File: src/rtl/fetch_stage.sv
`timescale 1ns/1ps
// Instruction fetch stage: owns the PC, requests words from instruction memory and
// feeds the decoder through an IF/ID register backed by a one-entry skid buffer.
module fetch_stage #(
   parameter logic [31:0] RESET_PC = 32'h0000_0000
) (
   input  logic        clk,
   input  logic        rst,
   output logic        imem_req,
   output logic [31:0] imem_addr,
   input  logic [31:0] imem_rdata,
   input  logic        imem_ready,
   input  logic        stall,
   input  logic        redirect,
   input  logic [31:0] redirect_pc,
   output logic [31:0] instr,
   output logic [5:0]  op,
   output logic [5:0]  funct,
   output logic [31:0] pc_out,
   output logic [31:0] pc_plus4,
   output logic        valid
);

   localparam logic [31:0] ALIGN_MASK = 32'hFFFF_FFFC;

   typedef enum logic [1:0] {
      IDLE  = 2'd0,
      FETCH = 2'd1,
      HOLD  = 2'd2
   } state_t;

   state_t      state;
   logic [31:0] pc;
   logic [31:0] skid_instr;
   logic [31:0] skid_pc;
   logic        load;

   // IF/ID may take a new word when it is empty or the decoder is draining it.
   assign load = !valid || !stall;

   always_ff @(posedge clk or posedge rst) begin
      if (rst) begin
         state      <= IDLE;
         pc         <= RESET_PC & ALIGN_MASK;
         instr      <= '0;
         pc_out     <= '0;
         valid      <= 1'b0;
         skid_instr <= '0;
         skid_pc    <= '0;
      end else if (redirect) begin
         // Flush wins over stall and over any word returning this cycle.
         state      <= FETCH;
         pc         <= redirect_pc & ALIGN_MASK;
         instr      <= '0;
         valid      <= 1'b0;
         skid_instr <= '0;
         skid_pc    <= '0;
      end else begin
         unique case (state)
            IDLE: state <= FETCH;
            FETCH: begin
               if (imem_ready) begin
                  pc <= pc + 32'd4;
                  if (load) begin
                     instr  <= imem_rdata;
                     pc_out <= pc;
                     valid  <= 1'b1;
                  end else begin
                     skid_instr <= imem_rdata;
                     skid_pc    <= pc;
                     state      <= HOLD;
                  end
               end else if (!stall) begin
                  valid <= 1'b0;
               end
            end
            HOLD: begin
               if (!stall) begin
                  instr  <= skid_instr;
                  pc_out <= skid_pc;
                  valid  <= 1'b1;
                  state  <= FETCH;
               end
            end
            default: state <= IDLE;
         endcase
      end
   end

   // Request is a pure state decode so imem_ready never loops back into it.
   assign imem_req  = (state == FETCH);
   assign imem_addr = pc;
   assign op        = instr[31:26];
   assign funct     = instr[5:0];
   assign pc_plus4  = pc_out + 32'd4;

endmodule

File: config.mk
export PLATFORM = sky130hd
export DESIGN_NAME = fetch_stage
export DESIGN_NICKNAME = d
export VERILOG_FILES = /design/src/rtl/fetch_stage.sv
export SDC_FILE = /design/constraint.sdc
export NUM_CORES = 1
export LEC_CHECK = 0
export ABC_AREA = 0
export BUFFER_PORTS_ARGS = -buffer_cell sky130_fd_sc_hd__buf_2
export CELL_PAD_IN_SITES_DETAIL_PLACEMENT = 0
export CELL_PAD_IN_SITES_GLOBAL_PLACEMENT = 1
export CORE_AREA = 2 2 154 156
export CTS_CLUSTER_SIZE = 25
export DETAILED_ROUTE_END_ITERATION = 10
export DIE_AREA = 0 0 156 158
export PLACE_DENSITY = 0.85
export SYNTH_ARGS = -nofsm -noshare
export SYNTH_HDL_FRONTEND = slang
export SYNTH_SLANG_ARGS = --single-unit
File: constraint.sdc
create_clock -name clk -period 4.8 [get_ports clk]
set_input_delay 0.24 -clock clk [delete_from_list [all_inputs] [get_ports clk]]
set_output_delay 0.24 -clock clk [all_outputs]
set_load 0.01 [all_outputs]
# Word level (Yosys, flattened, before mapping)
# Index checks and enable logic that the tools add are counted.
[classes]
add_sub_neg = 2
n_mul = 0
div = 0
n_lt_le_gt_ge = 0
eq_ne = 12
n_shift = 0
muxes = 31
bitwise = 1
n_reduce_logical = 14
[op_table]
columns = ["op", "count"]
rows = [
  ["$mux W32", 18],
  ["$pmux W32 S2", 2],
  ["$add A32 B3 Y32 const B", 2],
  ["$mux W2", 4],
  ["$reduce_and A4 Y1", 2],
  ["$ne A3 B1 Y1 const B", 2],
  ["$ne A3 B3 Y1 const B", 2],
  ["$pmux W2 S3", 1],
  ["$reduce_and A3 Y1", 2],
  ["$reduce_bool A2 Y1", 3],
  ["$mux W1", 5],
  ["$reduce_and A5 Y1", 1],
  ["$ne A2 B1 Y1 const B", 2],
  ["$ne A2 B2 Y1 const B", 2],
  ["$ne A4 B2 Y1 const B", 1],
  ["$ne A4 B3 Y1 const B", 1],
  ["$reduce_bool A3 Y1", 1],
  ["$eq A2 B1 Y1 const B", 1],
  ["$eq A2 B2 Y1 const B", 1],
  ["$logic_not A1 Y1", 2],
  ["$logic_not A2 Y1", 1],
  ["$pmux W1 S2", 1],
  ["$reduce_and A2 Y1", 1],
  ["$logic_or A1 B1 Y1", 1],
  ["$not A1 Y1", 1],
]
[word_totals]
register_bits = 163
latch_bits = 0
ramBits = 0
rom_bits = 0
input_bits = 69
n_memories = 0

# Logic depth before layout (Yosys ltp)
# Gate-level depths: netlist of the first run.
[logic_depth]
word_depth = 6
mapped_depth = 9

# Least setup slack after synthesis of the first run
# Ideal clock, no wire load.
[synth_path]
kind = "register -> register"
from = "register state[1]"
to = "register pc[31] (netlist: imem_addr[31])"
t_arrival_ns = 2.002
path_slack_ns = 2.716
stages_incl_launch_ff = 9
n_path_buf = 2
path_cell_list = "dfrtp_1 inv_1 ha_1 buf_4 and4_4 nand4bb_4 buf_6 or4_1 a31oi_1"
[synth_via]
elab_chain_cells = 3
[synth_lines]
columns = ["element", "line", "text"]
rows = [
  ["start: declaration", "32", "state_t state;"],
  ["start signal: assignment", "43", "state <= IDLE;"],
  ["start signal: assignment", "52", "state <= FETCH;"],
  ["start signal: assignment", "60", "IDLE: state <= FETCH;"],
  ["$eq A2 B1 Y1", "--", ""],
  ["via imem_req", "9", "output logic imem_req,"],
  ["$reduce_bool A2 Y1 (no line)", "--", ""],
  ["$reduce_and A2 Y1 (no line)", "--", ""],
  ["end signal: assignment", "44", "pc <= RESET_PC & ALIGN_MASK;"],
  ["end signal: assignment", "53", "pc <= redirect_pc & ALIGN_MASK;"],
  ["end signal: assignment", "63", "pc <= pc + 32'd4;"],
  ["end: declaration", "33", "logic [31:0] pc;"],
]
# The timed path passes the listed nets, and every way through them passes these cells.
# A chain may end at the register's enable or synchronous reset.

# Worst setup path after layout of the first run
[layout_path]
from = "register state[1]"
to = "register skid_instr[17]"
[layout_via]
elab_chain_cells = 3
[layout_lines]
columns = ["element", "line", "text"]
rows = [
  ["$eq A2 B1 Y1", "59", "unique case (state)"],
  ["$reduce_bool A2 Y1 (no line)", "--", ""],
  ["$reduce_and A3 Y1 (no line)", "--", ""],
  ["end signal: assignment", "69", "skid_instr <= imem_rdata;"],
  ["end: declaration", "34", "logic [31:0] skid_instr;"],
]
# No other way between the ends.

==> results of run 1 <==
synth_stat cells, drive strengths merged (2+ instances only):
cell	number	area, µm²
clkbuf	45	169
dfrtp	159	3980
nor4	6	50.0
nand3	26	130
inv	9	33.8
xnor2	24	210
a21oi	63	315
o21ai	47	235
nand2	231	867
or4	15	113
buf	34	234
o31ai	42	315
xor2	15	131
and3	8	50.1
ha	7	87.6
o211ai	6	45.0
a21boi	2	15.0
or3	2	12.5
nand4	21	159
mux2i	64	641
a31oi	12	75.1
nor3	3	15.0
and4	8	72.6
nor2	23	86.3
sequential cells by signal (all words and copies together) (netlist names):
| signal | count |
|---|---|
| valid | 1 |
| instr | 32 |
| imem_addr | 30 |
| skid_pc | 31 |
| pc_out | 31 |
| skid_instr | 32 |
| state | 2 |
routing by layer:
| metal | up-vias | share of wire [%] | GRT usage [%] |
|---|---|---|---|
| met5 | - | 0 | 0 |
| met4 | 0 | 1.4 | 4.76 |
| met3 | 20 | 6.4 | 4.82 |
| met2 | 199 | 46 | 27.8 |
| met1 | 3230 | 46 | 22.9 |
| li1 | 3372 | - | - |
kinds of logic (layout without fill, tap and decap cells):
logic type	Yosys count	count (layout)	share of synthesized area, %
simple gates	347	347	19.7
compound gates	175	175	12.7
flops	159	159	48.9
buf+inv	88	257	5.37
mux	65	65	8.01
xor+xnor	39	39	4.20
fa+ha+maj	7	7	1.08
other cells	1	2	0.0461
what timing repair did:
item,CTS,global route
hold endpoints to repair,66,0
endpoints found under the setup margin,0,0
hold buffers,2,0
worst reg2reg max path: cells and delay by family, from the launching register on:
| family | cells | cell delay, ns |
|---|---|---|
| and+or+nand+nor | 3 | 1.04 |
| adders and majority gates | 1 | 0.40 |
| AOI/OAI and AO/OA | 1 | 0.15 |
| buffers and inverters | 2 | 0.60 |
| DFF | 1 | 0.43 |
power by group:
group / switching (W) / internal [W] / leakage, nW
Sequential: 0.000297 / 0.00157 / 2.07
Combinational: 0.000794 / 0.000569 / 2.02
Clock: 0.000646 / 0.000702 / 0.291
cell usage in the layout, fill, tap and decap left out, types with 2 or more instances in the layout:
| master | instances |
|---|---|
| a21oi_1 | 63 |
| a31oi_1 | 12 |
| and3_1 | 8 |
| and4_1 | 7 |
| buf_2 | 205 |
| buf_4 | 9 |
| clkbuf_16 | 17 |
| clkinv_4 | 3 |
| clkinv_8 | 3 |
| conb_1 | 2 |
| dfrtp_1 | 159 |
| dlygate4sd3_1 | 2 |
| ha_1 | 6 |
| inv_1 | 8 |
| inv_6 | 5 |
| inv_8 | 5 |
| mux2i_1 | 64 |
| nand2_1 | 231 |
| nand3_1 | 26 |
| nand4_1 | 18 |
| nand4_2 | 2 |
| nor2_1 | 22 |
| nor3_1 | 3 |
| nor4_1 | 4 |
| nor4_2 | 2 |
| o211ai_1 | 6 |
| o21ai_0 | 47 |
| o31ai_1 | 42 |
| or3_1 | 2 |
| or4_1 | 15 |
| xnor2_1 | 24 |
| xor2_1 | 15 |
path summary, 6_finish.rpt:
path	cells after the start	startpoint	end	slack [ns]
worst max-delay path	7	state[1]$_DFFE_PP0P_	skid_instr[17]$_DFFE_PP0P_	2.08
worst min-delay path	3	redirect_pc[6]	imem_addr[6]$_DFFE_PP0P_	0.02
worst max register to register	7	state[1]$_DFFE_PP0P_	skid_instr[17]$_DFFE_PP0P_	2.08
worst min register to register	2	instr[16]$_DFFE_PP0P_	instr[16]$_DFFE_PP0P_	0.47
max in group asynchronous	4	rst	skid_pc[31]$_DFFE_PP0P_	3.23
min in group asynchronous	3	rst	imem_addr[5]$_DFFE_PP0P_	0.45
cell type report:
| class | instances | area [µm²] | area share [%] |
|---|---|---|---|
| clock buffers | 17 | 425 | 4.31 |
| clock inverters | 15 | 166 | 1.69 |
| inverters | 9 | 38.8 | 0.393 |
| multi-input cells | 635 | 3770 | 38.3 |
| flip-flops and latches | 159 | 3980 | 40.4 |
| well taps | 290 | 363 | 3.68 |
| repair buffers | 216 | 1110 | 11.3 |
through the flow:
step / hold WS (ns) / cells / total power, W
floorplan: 0.360 / 882 / 0.00273
global placement: 0.385 / 1307 / 0.00325
detailed placement: 0.386 / 1307 / 0.00328
CTS: 0.000826 / 1341 / 0.00465
global route: 0.0286 / 1341 / 0.00490
finish: 0.0231 / 1341 / 0.00458
==> metrics.md, run 1 <==
| Metric | Value |
|---|---|
| Area grow syn2layout | 21.2% |
| LEAKAGE | 4.38 nW |
| I/O pin count | 211 |
| CP cell instances | inv_1 > ha_1 > nand2_1 > nor2_4 > buf_4 > nand2_1 > a21oi_1 |
| GPL Wtd Cong | 0.782 |
| Initial Util | 35.3% |
| Core Util, Final | 42.8% |
| VDD IR max | 0.215 mV |
| Largest net degree at the start of global routing | 71 |
| Row count | 56 |
| Mean Syn Cell Area | 9.24 µm² |
| Vias/cell | 5.09 |
| Crit-path leading delay family | simple AND/OR/NAND/NOR gates |
| Remaining DRCs | 0 |
| Total negative slack | 0 ns |
| Core ar. | 23100 µm² |
| Routed Antenna Nets | 0 |
| H-tree depth | 4 |
| Slowest-stage cell, CP | nor2_4 |
| Final setup viols | 0 |
| Total die area | 24600 µm² |
| CP required | 5.13 ns |
| Max FO, Critical Path | 32 |
| Slowest cell delay on critical path | 0.70 ns |
| Worst slew pin tran | 1.03 ns |
| Ant diodes | 0 |
| Relative slew slack | 31.4% |
| Setup WS pre-CTS | 2.02 ns |
| Final Cell Area | 9860 µm² |
| First-pass DRT Iterations | 5 |
| CP bufs+invs | 2 |
| CTS Buf Count | 17 |
| Mapped Area | 8140 µm² |
| Period utilization | 56.8% |
| Sequential area share after synthesis | 48.9% |
| Die H | 158 µm |
| Worst skew pair latency | 0.42 ns |
| Worst Setup Start Kind | flip-flop |
| Asr flop ratio synth | 100% |
| Share of cells above drive strength 1 | 24.7% |
| CTS resizes | 0 |
| Critical path type | flip-flop to flip-flop |
| Clock root buffer | clkbuf_16 |
| CTS tree | built |
| Worst-path clk slew | 0.07 ns |
| Total Wirelength | 20800 µm |
| Final Max Tran Viols | 0 |
| Status | finished, final reports clean |
| Post-CTS Setup Bufs | 0 |
| Worst Hold Class | input pin to flip-flop |
| Final Hold Viols | 0 |
| Die width | 156 µm |
| # fillers | 2267 |
| Clock sink count | 159 |
| Clock skew | 0.0138 ns |
| FF+latch count, synth | 159 |
| Number of DRC markers in iteration 0 | 407 |
| Average wire per standard cell | 15.5 µm |
| Number of flops mapped to enable cells by yosys | 0 |
| Synthesis Warnings | 0 |
| Ys flop type | dfrtp_1 |
| Post-synth cell types | 41 |
| Post-DP HPWL | 13800 µm |
| Setup crit end kind | flip-flop |
| Post-layout min period | 2.72 ns |
| Synth Instances | 881 |
| PwrDens | 465 nW/µm² |
| Initial antenna violation count | 0 |
| Number of max-cap violations | 0 |
| Crit path DAT | 3.05 ns |
| First-pass GRT wire length | 34000 µm |
| Nets@finish | 1114 |
| Area post-placement | 9250 µm² |
| Vias in the first global route | 6480 |
| RSZ-0062 raised after global routing | false |
| Clock buffer depth | 2 |
| Critical path's most frequent cell | nand2_1 |
| Grt ovf | 0 |
| Via count | 6821 |
| GRT Total Usage | 17.3% |
| F_max | 367 MHz |
| I/O Buffers | 206 |
| Setup WS post-layout | 2.08 ns |
(Power assumes the default switching activity.)
==> inputs of run 2 (changes only) <==
==> constraint.sdc (replaced) <==
create_clock -name clk -period 2.28 [get_ports clk]
set_input_delay 0.114 -clock clk [delete_from_list [all_inputs] [get_ports clk]]
set_output_delay 0.114 -clock clk [all_outputs]
set_load 0.01 [all_outputs]
==> run 2 against run 1 <==
Compared with the run above:
- sequential cell count unchanged
- sequential power increased by 110%
- maximum frequency increased by 28%
- clock-buffer cell count unchanged
- critical path type unchanged
==> metrics.md, run 2 (same netlist as run 1, synthesis figures left out) <==
| Metric | Value |
|---|---|
| Setup WS post-layout | 0.150 ns |
| Ant diodes | 0 |
| First-pass GRT wire length | 34800 µm |
| Setup crit end kind | flip-flop |
| Worst-path clk slew | 0.07 ns |
| Nets@finish | 1195 |
| Die width | 156 µm |
| Slowest cell delay on critical path | 0.55 ns |
| Slowest-stage cell, CP | or4_1 |
| Max FO, Critical Path | 13 |
| Total negative slack | 0 ns |
| Clock buffer depth | 2 |
| Clock sink count | 159 |
| Core Util, Final | 46.8% |
| Commonest non-fill, non-tap cell in the layout | nand2_1 |
| H-tree depth | 4 |
| Critical path type | flip-flop to flip-flop |
| Grt ovf | 0 |
| Initial Util | 35.3% |
| Final setup viols | 0 |
| Worst slew pin tran | 0.692 ns |
| Remaining DRCs | 0 |
| Met3 Use GR | 3.67% |
| GRT Total Usage | 17.6% |
| Routed Antenna Nets | 0 |
| Row count | 56 |
| Largest net degree at the start of global routing | 65 |
| R2R depth | 6 |
| Clock root buffer | clkbuf_16 |
| GRT Max-Usage Layer | met2 |
| Vias/cell | 5.01 |
| Vias in the first global route | 6691 |
| Final Max Tran Viols | 0 |
| Worst Hold Slack | 0.0962 ns |
| PwrDens | 920 nW/µm² |
| Total Wirelength | 21500 µm |
| M2 GR Usage | 29.8% |
| Period utilization | 93.4% |
| Die H | 158 µm |
| Number of DRC markers in iteration 0 | 464 |
| Worst Hold Class | input pin to flip-flop |
| Status | finished, final reports clean |
| Registers with the most flip-flops | instr (32), skid_instr (32) |
| Met1 Use GR | 23.3% |
| Final Hold Viols | 0 |
| First-pass DRT Iterations | 4 |
| Relative slew slack | 53.8% |
| Commonest non-fill, non-tap cells in the layout | nand2_1 (230), buf_2 (205), dfrtp_1 (156), mux2i_1 (64) |
| F_max | 470 MHz |
| Placed Cells incl. Taps | 1322 |
| Average wire per standard cell | 15.1 µm |
| Number of max-cap violations | 0 |
| Via count | 7127 |
| Setup WS pre-CTS | 0.163 ns |
| GPL Wtd Cong | 0.809 |
| CTS Buf Count | 17 |
| FF-to-FF Start | state[1]$_DFFE_PP0P_ |
| Worst flop-to-flop path endpoint | imem_addr[18]$_DFFE_PP0P_ |
| Initial antenna violation count | 3 |
| Total die area | 24600 µm² |
| Reg2Reg Setup Slack | 0.15 ns |
| Clock skew | 0.0106 ns |
| Worst Setup Start Kind | flip-flop |
| Worst Setup SP | state[1]$_DFFE_PP0P_ |
| Fin cells | 1422 |
| Post-DP HPWL | 14200 µm |
| CP required | 2.63 ns |
| VDD IR max | 0.461 mV |
| CTS tree | built |
| Crit path DAT | 2.48 ns |
| CP cell instances | inv_1 > ha_1 > and3_1 > nand4_4 > or4_1 > a31oi_1 |
| Post-layout min period | 2.13 ns |
| Share of cells above drive strength 1 | 25.4% |
| Area grow syn2layout | 32.5% |
| Crit path to | imem_addr[18]$_DFFE_PP0P_ |
| I/O Buffers | 206 |
| Core ar. | 23100 µm² |
| Worst skew pair latency | 0.43 ns |
| LEAKAGE | 4.80 nW |
| I/O pin count | 211 |
==> run 2: cell types whose count changed in the layout (fill, tap and decap cells not counted), moves of 3 or more <==
| cell | previous run | this run |
|---|---|---|
| dlygate4sd3_1 | 2 | 63 |
| buf_4 | 9 | 20 |
| buf_12 | 0 | 8 |
| dfrtp_1 | 159 | 156 |
| dfrtp_2 | 0 | 3 |
==> run 2: repair_timing <==
action | 4_1_cts | 5_1_grt
endpoints found under the setup margin | 0 | 15
hold buffers | 63 | 0
resized for setup | 0 | 13
endpoints found under the hold margin | 85 | 0
buffers inserted | 0 | 5
==> run 2: how the worst min path moves through the flow <==
stage | cells past startpoint | startpoint | end
3_3_place_gp | 2 | rst | instr[26]$_DFFE_PP0P_
6_report | 3 | stall | valid$_DFFE_PP0P_
3_5_place_dp | 2 | rst | instr[26]$_DFFE_PP0P_
2_1_floorplan | 2 | redirect_pc[14] | imem_addr[14]$_DFFE_PP0P_
4_1_cts | 3 | stall | valid$_DFFE_PP0P_
5_1_grt | 3 | stall | valid$_DFFE_PP0P_
==> run 2: critical path, delay by kind of cell (launching register included) <==
family                   cells  cell delay [ns]
buffers and inverters        1             0.13
flip-flops                   1             0.43
AND/OR/NAND/NOR              3             1.09
AO/OA/AOI/OAI                1             0.17
adder cells (fa/ha/maj)      1             0.24
==> run 2: layout make-up <==
type | count | area [µm²]
Sequential cell | 159 | 3980
Clock buffer | 17 | 425
Fill cell | 2264 | 12300
Timing Repair Buffer | 297 | 1980
Clock inverter | 15 | 165
Tap cell | 290 | 363
Multi-Input combinational cell | 635 | 3830
Inverter | 9 | 37.5
==> run 2: report_power, final <==
| part | switching [W] | total [W] | internal [W] |
|---|---|---|---|
| logic | 0.00175 | 0.00314 | 0.00139 |
| clock network | 0.00136 | 0.00283 | 0.00147 |
| registers | 0.000634 | 0.00395 | 0.00332 |
| total | 0.00374 | 0.00992 | 0.00618 |
==> run 2: layer usage <==
layer / wire (µm) / part of all wire (%)
met5: 35 / 0.16
met4: 220 / 1.0
met3: 1120 / 5.2
met2: 10200 / 48
met1: 9850 / 46
==> run 2: stage by stage <==
stage,total power [W],instance area [µm²]
2_1_floorplan,0.00574,8150
3_3_place_gp,0.00694,9460
3_5_place_dp,0.00700,9460
4_1_cts,0.00996,10700
5_1_grt,0.0106,10800
6_report,0.00992,10800
==> inputs of run 3 (changes only) <==
==> config.mk (replaced) <==
export PLATFORM = sky130hd
export DESIGN_NAME = fetch_stage
export DESIGN_NICKNAME = d
export VERILOG_FILES = /design/src/rtl/fetch_stage.sv
export SDC_FILE = /design/constraint.sdc
export NUM_CORES = 1
export LEC_CHECK = 0
export ABC_AREA = 1
export BUFFER_PORTS_ARGS = -buffer_cell sky130_fd_sc_hd__buf_2
export CELL_PAD_IN_SITES_DETAIL_PLACEMENT = 0
export CELL_PAD_IN_SITES_GLOBAL_PLACEMENT = 1
export CORE_AREA = 2 2 161 163
export CTS_CLUSTER_SIZE = 25
export DETAILED_ROUTE_END_ITERATION = 10
export DIE_AREA = 0 0 163 165
export PLACE_DENSITY = 0.85
export SKIP_CTS_REPAIR_TIMING = 1
export SYNTH_ARGS = -nofsm -noshare
export SYNTH_HDL_FRONTEND = slang
export SYNTH_SLANG_ARGS = --single-unit
==> run 3 against run 2 <==
Compared with the run above:
- the flow now finishes with violations (hold timing)
- maximum frequency is 3.9% lower
- total power is 20% higher
- global-route usage up 3.0 points
- via count is 21% higher
- combinational power increased by 50%
- worst hold slack lost 0.12 ns
- synthesized area is 6.4% higher
- utilization fell by 2.3 points
- sequential cell count is the same
- first-iteration DRC count rose by 80%
- setup slack worse by 0.087 ns
- register-to-register slack gained 0.19 ns
- critical path type is now flip-flop to output pin
- largest cell class unchanged
- highest routed layer unchanged
==> metrics.md, run 3 <==
| Metric | Value |
|---|---|
| Status | finished, violations left |
| Failing checks | hold timing |
| CP cell instances | inv_1 > nor3_1 > nand2_1 > nor2_1 > nand2_1 > xor2_1 > buf_2 |
| Via count | 8628 |
| CP bufs+invs | 2 |
| Total Wirelength | 28400 µm |
| Post-synth cell types | 36 |
| Top cell type's share of synthesized area | 46.0% |
| Routed Antenna Nets | 0 |
| Slowest cell delay on critical path | 0.41 ns |
| Total power | 0.0120 W |
| Post-DP HPWL | 20100 µm |
| Synth top area cells | dfrtp_1 (46%), nand2_1 (12%), nor2_1 (7.2%), nand3_1 (6.3%), o21ai_0 (5.5%) |
| Asr flop ratio synth | 100% |
| FF+latch count, synth | 159 |
| Clock sink count | 159 |
| Die width | 163 µm |
| Crit-path leading delay family | simple AND/OR/NAND/NOR gates |
| I/O Buffers | 206 |
| Placed Cells incl. Taps | 1650 |
| Vias in the first global route | 7767 |
| Hold depth | 5 |
| Worst Setup Start Kind | flip-flop |
| Worst Hold Class | input pin to flip-flop |
| Hold_sp | redirect_pc[28] |
| Synth area leader | dfrtp_1 |
| Commonest non-fill, non-tap cells in the layout | nand2_1 (270), buf_2 (206), nor2_1 (166), dfrtp_1 (153), inv_1 (108) |
| Ys flop type | dfrtp_1 |
| Sequential cell area | 3990 µm² |
| Commonest non-fill, non-tap cell in the layout | nand2_1 |
| I/O pin count | 211 |
| Synth Instances | 1161 |
| Grt ovf | 0 |
| GRT Total Usage | 20.7% |
| Setup crit end kind | output pin |
| # fillers | 2548 |
| VDD IR max | 0.484 mV |
| First-pass GRT wire length | 42900 µm |
| Slowest-stage cell, CP | dfrtp_1 |
| Die H | 165 µm |
| Worst slew pin tran | 0.518 ns |
| Sequential area share after synthesis | 46.0% |
| Nets@finish | 1471 |
| H-tree depth | 4 |
| Initial Util | 34.6% |
| Period utilization | 97.2% |
| PwrDens | 1070 nW/µm² |
| Clock buffer depth | 2 |
| Initial antenna violation count | 1 |
| Registers with the most flip-flops | instr (32), skid_instr (32) |
| Crit path DAT | 2.10 ns |
| Total die area | 26900 µm² |
| Final Hold Viols | 4 |
| WP depth | 7 |
| CTS tree | built |
| Critical path's most frequent cell | nand2_1 |
| Ant diodes | 0 |
| Relative slew slack | 65.4% |
| Area grow syn2layout | 28.8% |
| LEAKAGE | 5.48 nW |
| Final Max Tran Viols | 0 |
| Max FO, Critical Path | 4 |
| Average wire per standard cell | 16.4 µm |
| Hold endpoint | imem_addr[28]$_DFFE_PP0P_ |
| Row count | 58 |
| Largest net degree at the start of global routing | 98 |
| Footprint of the multi-input gates | 3940 µm² |
| Clock root buffer | clkbuf_16 |
| RSZ-0062 raised after global routing | false |
| Final Cell Area | 11100 µm² |
| CP required | 2.17 ns |
| GPL Wtd Cong | 0.945 |
| First-pass DRT Iterations | 5 |
| Vias/cell | 4.97 |
| CTS Buf Count | 17 |
| Count leader, synth | nand2_1 |
| Worst Hold Slack | -0.0202 ns |
| Post-synth top cells | nand2_1 (271), nor2_1 (167), dfrtp_1 (159) |
| Post-layout min period | 2.22 ns |
| F_max | 451 MHz |
| Critical path type | flip-flop to output pin |
| Number of flops mapped to enable cells by yosys | 0 |
| Area post-placement | 9970 µm² |
| Worst flop-to-flop path endpoint | skid_pc[28]$_DFFE_PP0P_ |
| Final setup viols | 0 |
| Worst-path clk slew | 0.07 ns |
| Core ar. | 25000 µm² |
| Remaining DRCs | 0 |
| Fin cells | 1737 |
| Worst skew pair latency | 0.43 ns |
| FF-to-FF Start | state[1]$_DFFE_PP0P_ |
| Clock skew | 0.00992 ns |
| Core Util, Final | 44.5% |
| Reg2Reg Setup Slack | 0.34 ns |
| Share of cells above drive strength 1 | 20.6% |
| Synthesis Warnings | 0 |
| R2R depth | 8 |
| Mean Syn Cell Area | 7.46 µm² |
| Mapped Area | 8660 µm² |
| Number of DRC markers in iteration 0 | 836 |
| Number of max-cap violations | 0 |
run 3: cell count changes after synthesis, moves of 16 or more:
cell	delta
nand3_1	+83
xnor2_1	-24
o211ai_1	+23
mux2i_1	-64
nor2_1	+144
xor2_1	+16
inv_1	+101
a21oi_1	-20
o21ai_0	+48
o31ai_1	-42
nand2_1	+40
run 3: area by class of cell:
type | instances | area share [%]
clock buffers | 18 | 3.85
clock inverters | 13 | 1.18
inverters | 113 | 3.86
multi-input cells | 818 | 35.4
flip-flops and latches | 159 | 35.8
well taps | 330 | 3.70
repair buffers | 286 | 16.3
run 3: cells by family (layout without fill, tap and decap cells):
kind of cell,count (synthesis),in the layout,synth area share (%)
simple gates,580,580,27.7
compound gates,198,198,13.0
buf+inv,185,430,9.19
flops,159,159,46.0
xor+xnor,31,31,3.14
fa+ha+maj,7,7,1.01
other cells,1,2,0.0433
run 3: metrics by stage:
step / setup slack, ns / setup TNS [ns]
after floorplan: 0.151 / 0
after global placement: 0.355 / 0
final: 0.0632 / 0
after detailed placement: 0.317 / 0
after CTS: -0.136 / -0.206
after global routing: 0.00586 / 0
run 3: metal layers:
layer	global-route usage (%)	vias to the layer above	share of wire, %
li1	-	4211	-
met1	29.2	4076	45
met2	31.7	309	47
met3	4.07	30	6.8
met4	6.88	2	1.5
met5	0	-	0.046
run 3: how the worst max path moves through the flow:
stage                                      to             startpoint
global route                     pc_plus4[20]  pc_out[2]$_DFFE_PP0P_
finish                           pc_plus4[30]  pc_out[6]$_DFFE_PP0P_
floorplan           imem_addr[10]$_DFFE_PP0P_                    rst
global placement                 pc_plus4[20]  pc_out[3]$_DFFE_PP0P_
detailed placement    skid_pc[26]$_DFFE_PP0P_   state[1]$_DFFE_PP0P_
CTS                              pc_plus4[20]  pc_out[3]$_DFFE_PP0P_
run 3: report_power, final:
part,leakage (nW),switching [W],internal [W]
clock,0.258,0.00124,0.00152
sequential,2.04,0.000872,0.00360
combinational,3.18,0.00295,0.00177
run 3: worst min-delay path, delay by kind of cell:
kind / cells / cell delay, ns
compound gates: 1 / 0.06
buf+inv: 2 / 0.12
simple gates: 2 / 0.08
